$ cat src/rtl/pipeline_pkg.sv
// Shared types and constants for the in-order pipeline hazard controller.
package pipeline_pkg;

  // Decode instruction class as presented on instr_class.
  typedef enum logic [3:0] {
    ClsNone  = 4'h0,
    ClsBr1   = 4'h1,
    ClsBr2   = 4'h2,
    ClsBr3   = 4'h3,
    ClsBr4   = 4'h4,
    ClsBr5   = 4'h5,
    ClsCall  = 4'h6,
    ClsRet   = 4'h7,
    ClsReti  = 4'h8,
    ClsRetid = 4'h9,
    ClsRetie = 4'hA
  } instr_class_e;

  typedef enum logic [1:0] {
    StReset,
    StCheck,
    StStall,
    StFlush
  } hz_state_e;

  // Forward mux selects per operand.
  localparam logic [1:0] FWD_RF = 2'd0;
  localparam logic [1:0] FWD_EX = 2'd1;
  localparam logic [1:0] FWD_WB = 2'd2;

  // All return-class instructions share the same flush depth.
  function automatic logic is_ret_class(input logic [3:0] cls);
    return (cls == ClsRet) || (cls == ClsReti) || (cls == ClsRetid) || (cls == ClsRetie);
  endfunction

endpackage

$ cat src/rtl/hazard_fwd_unit.sv
// Per-operand forwarding compare: selects EX/WB/regfile source and flags load-use.
module hazard_fwd_unit
  import pipeline_pkg::*;
#(
  parameter int unsigned REG_AW = 5
) (
  input  logic [REG_AW-1:0] src_addr,
  input  logic              src_valid,
  input  logic [REG_AW-1:0] ex_dst,
  input  logic              ex_wen,
  input  logic              ex_is_load,
  input  logic [REG_AW-1:0] wb_dst,
  input  logic              wb_wen,
  output logic [1:0]        fwd_sel,
  output logic              load_use
);

  logic w_ex_hit;
  logic w_wb_hit;

  assign w_ex_hit = src_valid && ex_wen && (src_addr == ex_dst);
  assign w_wb_hit = src_valid && wb_wen && (src_addr == wb_dst);
  // A load result is not available in EX, so an EX hit on a load must stall.
  assign load_use = w_ex_hit && ex_is_load;

  // EX holds the younger value, so it takes precedence over WB.
  always_comb begin
    fwd_sel = FWD_RF;
    if (w_ex_hit) begin
      fwd_sel = FWD_EX;
    end else if (w_wb_hit) begin
      fwd_sel = FWD_WB;
    end
  end

endmodule

$ cat src/rtl/pipeline_hazard_ctrl.sv
// Hazard/flush controller: forwarding selects, load-use stall, interrupt entry and
// counter-driven NOP injection after control-flow changes.
module pipeline_hazard_ctrl
  import pipeline_pkg::*;
#(
  parameter int unsigned REG_AW    = 5,
  parameter int unsigned NUM_SRC   = 2,
  parameter int unsigned BR_DEPTH  = 2,
  parameter int unsigned RET_DEPTH = 2,
  parameter int unsigned INT_DEPTH = 2
) (
  input  logic                      clk,
  input  logic                      reset_n,
  input  logic [NUM_SRC*REG_AW-1:0] src_addr,
  input  logic [NUM_SRC-1:0]        src_valid,
  input  logic [REG_AW-1:0]         ex_dst,
  input  logic                      ex_wen,
  input  logic                      ex_is_load,
  input  logic [REG_AW-1:0]         wb_dst,
  input  logic                      wb_wen,
  input  logic [3:0]                instr_class,
  input  logic                      branch_taken,
  input  logic                      int_req,
  input  logic                      int_en,
  output logic [2*NUM_SRC-1:0]      fwd_sel,
  output logic                      fetch_en,
  output logic                      pc_hold,
  output logic                      pc_load,
  output logic                      pc_int,
  output logic                      int_ack,
  output logic                      dec_nop,
  output logic                      busy
);

  localparam logic [2:0] BrCnt  = 3'(BR_DEPTH);
  localparam logic [2:0] RetCnt = 3'(RET_DEPTH);
  localparam logic [2:0] IntCnt = 3'(INT_DEPTH);

  hz_state_e          r_state;
  hz_state_e          w_state_d;
  logic [2:0]         r_cnt;
  logic [2:0]         w_cnt_d;
  logic [NUM_SRC-1:0] w_lu_vec;
  logic               w_load_use;

  for (genvar g = 0; g < NUM_SRC; g++) begin : gen_fwd
    hazard_fwd_unit #(
      .REG_AW (REG_AW)
    ) u_fwd (
      .src_addr   (src_addr[g*REG_AW +: REG_AW]),
      .src_valid  (src_valid[g]),
      .ex_dst     (ex_dst),
      .ex_wen     (ex_wen),
      .ex_is_load (ex_is_load),
      .wb_dst     (wb_dst),
      .wb_wen     (wb_wen),
      .fwd_sel    (fwd_sel[2*g +: 2]),
      .load_use   (w_lu_vec[g])
    );
  end

  assign w_load_use = |w_lu_vec;

  // State and flush counter registers.
  always_ff @(posedge clk or negedge reset_n) begin
    if (!reset_n) begin
      r_state <= StReset;
      r_cnt   <= '0;
    end else begin
      r_state <= w_state_d;
      r_cnt   <= w_cnt_d;
    end
  end

  // Next-state, counter reload and priority-resolved pipeline controls.
  always_comb begin
    w_state_d = r_state;
    w_cnt_d   = r_cnt;
    fetch_en  = 1'b0;
    pc_hold   = 1'b0;
    pc_load   = 1'b0;
    pc_int    = 1'b0;
    int_ack   = 1'b0;
    dec_nop   = 1'b0;
    busy      = 1'b1;
    unique case (r_state)
      StReset: begin
        pc_hold   = 1'b1;
        dec_nop   = 1'b1;
        w_cnt_d   = '0;
        w_state_d = StCheck;
      end
      StCheck: begin
        busy     = 1'b0;
        fetch_en = 1'b1;
        if (branch_taken) begin
          pc_load   = 1'b1;
          dec_nop   = 1'b1;
          w_cnt_d   = BrCnt;
          w_state_d = StFlush;
        end else if (int_req && int_en) begin
          int_ack   = 1'b1;
          pc_int    = 1'b1;
          dec_nop   = 1'b1;
          w_cnt_d   = IntCnt;
          w_state_d = StFlush;
        end else if (instr_class == ClsCall) begin
          dec_nop   = 1'b1;
          w_cnt_d   = BrCnt;
          w_state_d = StFlush;
        end else if (is_ret_class(instr_class)) begin
          dec_nop   = 1'b1;
          w_cnt_d   = RetCnt;
          w_state_d = StFlush;
        end else if (w_load_use) begin
          fetch_en  = 1'b0;
          pc_hold   = 1'b1;
          dec_nop   = 1'b1;
          w_state_d = StStall;
        end
      end
      StStall: begin
        // Single bubble: the load reaches WB next cycle and is forwarded from there.
        pc_hold   = 1'b1;
        dec_nop   = 1'b1;
        w_state_d = StCheck;
      end
      StFlush: begin
        fetch_en = 1'b1;
        dec_nop  = 1'b1;
        if (branch_taken) begin
          pc_load = 1'b1;
          w_cnt_d = BrCnt;
        end else if (r_cnt == 3'd1) begin
          w_cnt_d   = '0;
          w_state_d = StCheck;
        end else begin
          w_cnt_d = r_cnt - 3'd1;
        end
      end
      default: begin
        w_state_d = StReset;
      end
    endcase
  end

endmodule

$ cat config.mk
export PLATFORM = sky130hd
export DESIGN_NAME = pipeline_hazard_ctrl
export DESIGN_NICKNAME = d
export VERILOG_FILES = /design/src/rtl/pipeline_pkg.sv /design/src/rtl/hazard_fwd_unit.sv /design/src/rtl/pipeline_hazard_ctrl.sv
export SDC_FILE = /design/constraint.sdc
export NUM_CORES = 1
export LEC_CHECK = 0
export ABC_CLOCK_PERIOD_IN_PS = 2650
export BUFFER_PORTS_ARGS = -buffer_cell sky130_fd_sc_hd__buf_4
export CELL_PAD_IN_SITES_DETAIL_PLACEMENT = 0
export CELL_PAD_IN_SITES_GLOBAL_PLACEMENT = 1
export CORE_UTILIZATION = 29
export CTS_CLUSTER_DIAMETER = 40
export DETAILED_ROUTE_END_ITERATION = 12
export HOLD_SLACK_MARGIN = 0.1
export MAX_ROUTING_LAYER = met4
export PLACE_DENSITY = 0.86
export SETUP_SLACK_MARGIN = 0.4
export SLEW_MARGIN = 20
export SYNTH_ARGS = -nofsm -noshare
export SYNTH_HDL_FRONTEND = slang
export SYNTH_HIERARCHICAL = 1
export SYNTH_SLANG_ARGS = --single-unit
$ cat constraint.sdc
create_clock -name clk -period 2.65 [get_ports clk]
set_input_delay 0.265 -clock clk [delete_from_list [all_inputs] [get_ports clk]]
set_output_delay 0.265 -clock clk [all_outputs]
set_load 0.02 [all_outputs]
* Yosys cells after proc, flatten, opt, wreduce, memory -nomap -nowiden *
Index checks and enable logic that the tools add are counted.

storage, ports and cells
  logic and storage cells = 84
  input port bits = 34
  output and inout bits = 11
  register bits after elaboration = 5

cells by class
  equal/unequal tests = 17
  mux-type cells = 42
  add/sub/neg operators = 1
  reductions and logical operators = 22

operators by type and width
  cell                                              number
  two-way mux 2 bit                                 11
  == test 5 bit                                     4
  two-way mux 1 bit                                 20
  two-way mux 3 bit                                 6
  == test 4 bit, second input constant              3
  logical AND 1 bit                                 11
  one-hot mux 3 bit (3 select lines)                1
  == test 4 x 3 -> 1 bit, second input constant     2
  != test 6 bit, second input constant              1
  one-hot mux 1 bit (2 select lines)                3
  one-hot mux 2 bit (3 select lines)                1
  OR reduction 2 bit                                3
  != test 5 bit, second input constant              1
  == test 2 bit, second input constant              2
  != test 2 bit, second input constant              2
  == test 3 x 1 -> 1 bit, second input constant     1
  logical OR 1 bit                                  3
  AND reduction 3 bit                               1
  nonzero test 3 bit                                1
  OR reduction 3 bit                                1
  subtractor 3 x 1 -> 3 bit, second input constant  1
  == test 2 x 1 -> 1 bit, second input constant     1
  zero test 2 bit                                   1
  AND reduction 2 bit                               1

* Depth between registers and ports, before layout *
  word-level depth = 10
  mapped depth = 7
  mapped depth without buffers = 7

* Modules after synthesis *
The synthesis kept the hierarchy.

by module, submodules not included
  module                seq. area each (sq um)  cells each  area an instance (sq um)  times used
  pipeline_hazard_ctrl  125.1                   53          454.2                     1
  hazard_fwd_unit       0.0                     18          135.1                     2

* Worst setup path after synthesis *
Ideal clock, no wire load.

  path type = flip-flop to output port
  start point = reg r_state[1]
  end point = out pc_int
  buffers on the path = 1
  required time = 2.385 ns
  stages on the path, launching flop included = 6
  path slack = 0.659 ns
  arrival time = 1.726 ns
  path through = dfrtp_1 > inv_1 > ha_1 > inv_1 > nor3_1 > buf_4

between the ends
  longest elaborated chain between the ends = 2

ends and longest elaborated chain
  what                    line                        RTL
  from (decl)             pipeline_hazard_ctrl.sv:39  hz_state_e r_state;
  from (signal assigned)  pipeline_hazard_ctrl.sv:67  r_state <= StReset;
  from (signal assigned)  pipeline_hazard_ctrl.sv:70  r_state <= w_state_d;
  == test 2 x 1 -> 1 bit  -
  two-way mux 1 bit       -
  to (decl)               pipeline_hazard_ctrl.sv:29  output logic pc_int,

No other way between the ends.

* Worst setup path after layout *
  start point = reg r_state[1]
  end point = out pc_int

between the ends
  longest elaborated chain between the ends = 2

ends and longest elaborated chain
  what                    line                        RTL
  == test 2 x 1 -> 1 bit  pipeline_hazard_ctrl.sv:86  unique case (r_state)
  two-way mux 1 bit       pipeline_hazard_ctrl.sv:86

No other way between the ends.

==> metrics.txt <==
FMAX=0.546 GHz; Final GP Congestion=0.768; Die ar.=0.00270 mm^2; Final setup violation count=0; max-slew violations=0; gr ovfl total=0; Worst Tran Pin Value=0.265 ns; Sink Count=5; outcome=completed; Post-Synth XOR/XNOR Area=24.2%; Root Buffer=clkbuf_4; area leader, netlist=xnor2_1; Leak=0.518 nW; Reg2Reg Depth=5; Compound-Gate Fraction of Synth Area=14.7%; Final Skew=0.000609 ns; pwr dens=530 mW/mm^2; number of diodes=0; Fill cells=237; I/O Pins=45; CTS tree=built; Tmin final=1.83 ns; cts bufs inserted=3; Seq/Total Area, Yosys=17.3%; Post-CTS Setup Inserts=0; initial cell density of the core=31.8%; first-pass iteration count of the detailed router=3; HPWL Detailed=1540 um; initial antenna violation count=0; WL/cell=10.1 um; Cells after DPL=158; Yosys cell types=29; number of remaining DRC errors=0; Syn Area/Cell=8.14 um^2; Synth Area in Simple Gates=25.9%; clock buffer depth=2; post-route ant nets=0; Max VDD drop=0.280 mV; post-cts resize count=0; detailed-route via count=763; GRT Util Overall=14.4%; worst setup path class=flop to output pin; layout cell share with drive strength beyond 1=40.0%; syn nets=129; largest net degree at the start of global routing=9; worst-skew pair later-pin latency=0.23 ns; post-synthesis cell count=89; vias in the first global route=777; drt initial violations=9; final WL=1640 um; # H-tree levels=1; mux cell area share after synthesis=1.38%; first-pass GRT wire length=2820 um; Post-Layout Cell Count=163; most frequent cells in the layout=44 x buf_4, 20 x xnor2_1, 6 x inv_1, 6 x nor2_1, 6 x ha_1; Synth top area share=24.2%; Worst Setup End Kind=output pin; commonest non-fill, non-tap cell in the layout=buf_4; Post-Synth Adder-Cell Area=10.4%; Synth area leaders=xnor2_1 24%, dfrtp_1 17%, ha_1 10%; worst endpoint data arrival time=1.57 ns; DIE HEIGHT=52.0 um; max_cap viols=0; NumNets Final=176; Port Buffers=44; synth-to-layout area growth=52.3%; Crit Path Max Fanout=8; Startpoint Class=flop; Site Rows=17; Core Box Area=0.00228 mm^2; largest family of logic cells by synthesized area=simple AND/OR/NAND/NOR gates; Ys Warns=6; clock transition at the registers of the reported paths=0.04 ns; Req. time, crit path=2.38 ns; die width=52.0 um; RSZ-0062 raised after global routing=no; Final Hold Viols=0; HP Class=input pin to asynchronous set/reset pin; Via density=4.68; post-synthesis cell area=724 um^2; part of the cycle the worst path needs=69.2%; CTS hold repair buffers=1; Slew HR=82.3%; total negative slack=0 ns; count of state elements after synthesis=5
[layer usage]
layer  GRT usage [%]  part of all wire, %  vias to the layer above
met5               -                    0                        -
met4            5.41                 0.24                        0
met2            28.6                   52                       43
met1            12.8                   38                      323
met3            3.22                  9.8                        2
li1                -                    -                      395
[registers in the layout (all words and copies together), names as in the netlist]
name,flops
r_state,2
r_cnt,3
[synth_stat cells]
cell	instances
o211ai_2	1
buf_4	3
o2bb2ai_1	1
nor2_1	6
ha_1	6
o21a_1	1
nor2b_2	1
nand3_1	5
and2_1	2
a21bo_2	1
nor2_2	2
nand3b_1	2
a21oi_1	4
or4_4	1
nor3_1	3
dfrtp_1	5
o21ai_1	1
nand2b_1	3
o21ai_0	3
nand2_1	2
and2_2	1
o211a_1	1
nand4_1	4
o22a_1	1
xnor2_1	20
mux2i_1	1
a2bb2oi_1	1
inv_1	6
nor2b_1	1
[power breakdown]
group	leakage (nW)	switching (W)	total, W	internal [W]
sequential	0.0575	0.0000186	0.000121	0.000102
clock	0.0150	0.0000271	0.0000837	0.0000567
combinational	0.446	0.000196	0.000380	0.000184
total	0.518	0.000241	0.000585	0.000343
[worst max-delay path, cell delays in order, from the launching register on]
cell and delay, ns:
dfrtp_1 0.40, inv_1 0.09, ha_1 0.30, inv_1 0.10
nor3_1 0.25, buf_4 0.19
[cell families after synthesis]
| group | Yosys count |
|---|---|
| buf+inv | 9 |
| flops | 5 |
| simple gates | 33 |
| mux | 1 |
| xor+xnor | 20 |
| fa+ha+maj | 6 |
| compound gates | 15 |
[worst paths after layout]
check / from / end / slack, ns
setup / recovery: r_state[1] / pc_int / 0.82
hold / removal: reset_n / r_state[1] / 0.37
setup reg to reg: r_state[0] / r_cnt[2] / 0.95
hold reg to reg: r_cnt[1] / r_cnt[1] / 0.54
max in group asynchronous: reset_n / r_cnt[2] / 2.18
min in group clk: branch_taken / r_cnt[1] / 0.41
[final cells by class]
cell class | instances | area, um^2 | area share [%]
inverters | 6 | 22.5 | 2.04
clock buffers | 4 | 26.3 | 2.38
multi-input cells | 75 | 554 | 50.2
repair buffers | 45 | 340 | 30.8
flip-flops and latches | 5 | 125 | 11.3
well taps | 28 | 35.0 | 3.17
[per-stage QoR]
step / total power (W) / hold slack, ns / setup slack (ns) / area [um^2] / util, %
floorplan: 0.000370 / -0.0306 / 0.659 / 724 / -
global placement: 0.000495 / 0.0677 / 0.883 / 1070 / 46.9
detailed placement: 0.000507 / 0.0681 / 0.884 / 1070 / 46.9
CTS: 0.000596 / 0.367 / 0.798 / 1100 / 48.5
global route: 0.000644 / 0.381 / 0.648 / 1100 / 48.5
finish: 0.000585 / 0.368 / 0.817 / 1100 / 48.5
Note: power is estimated with default switching activity, not from simulation.
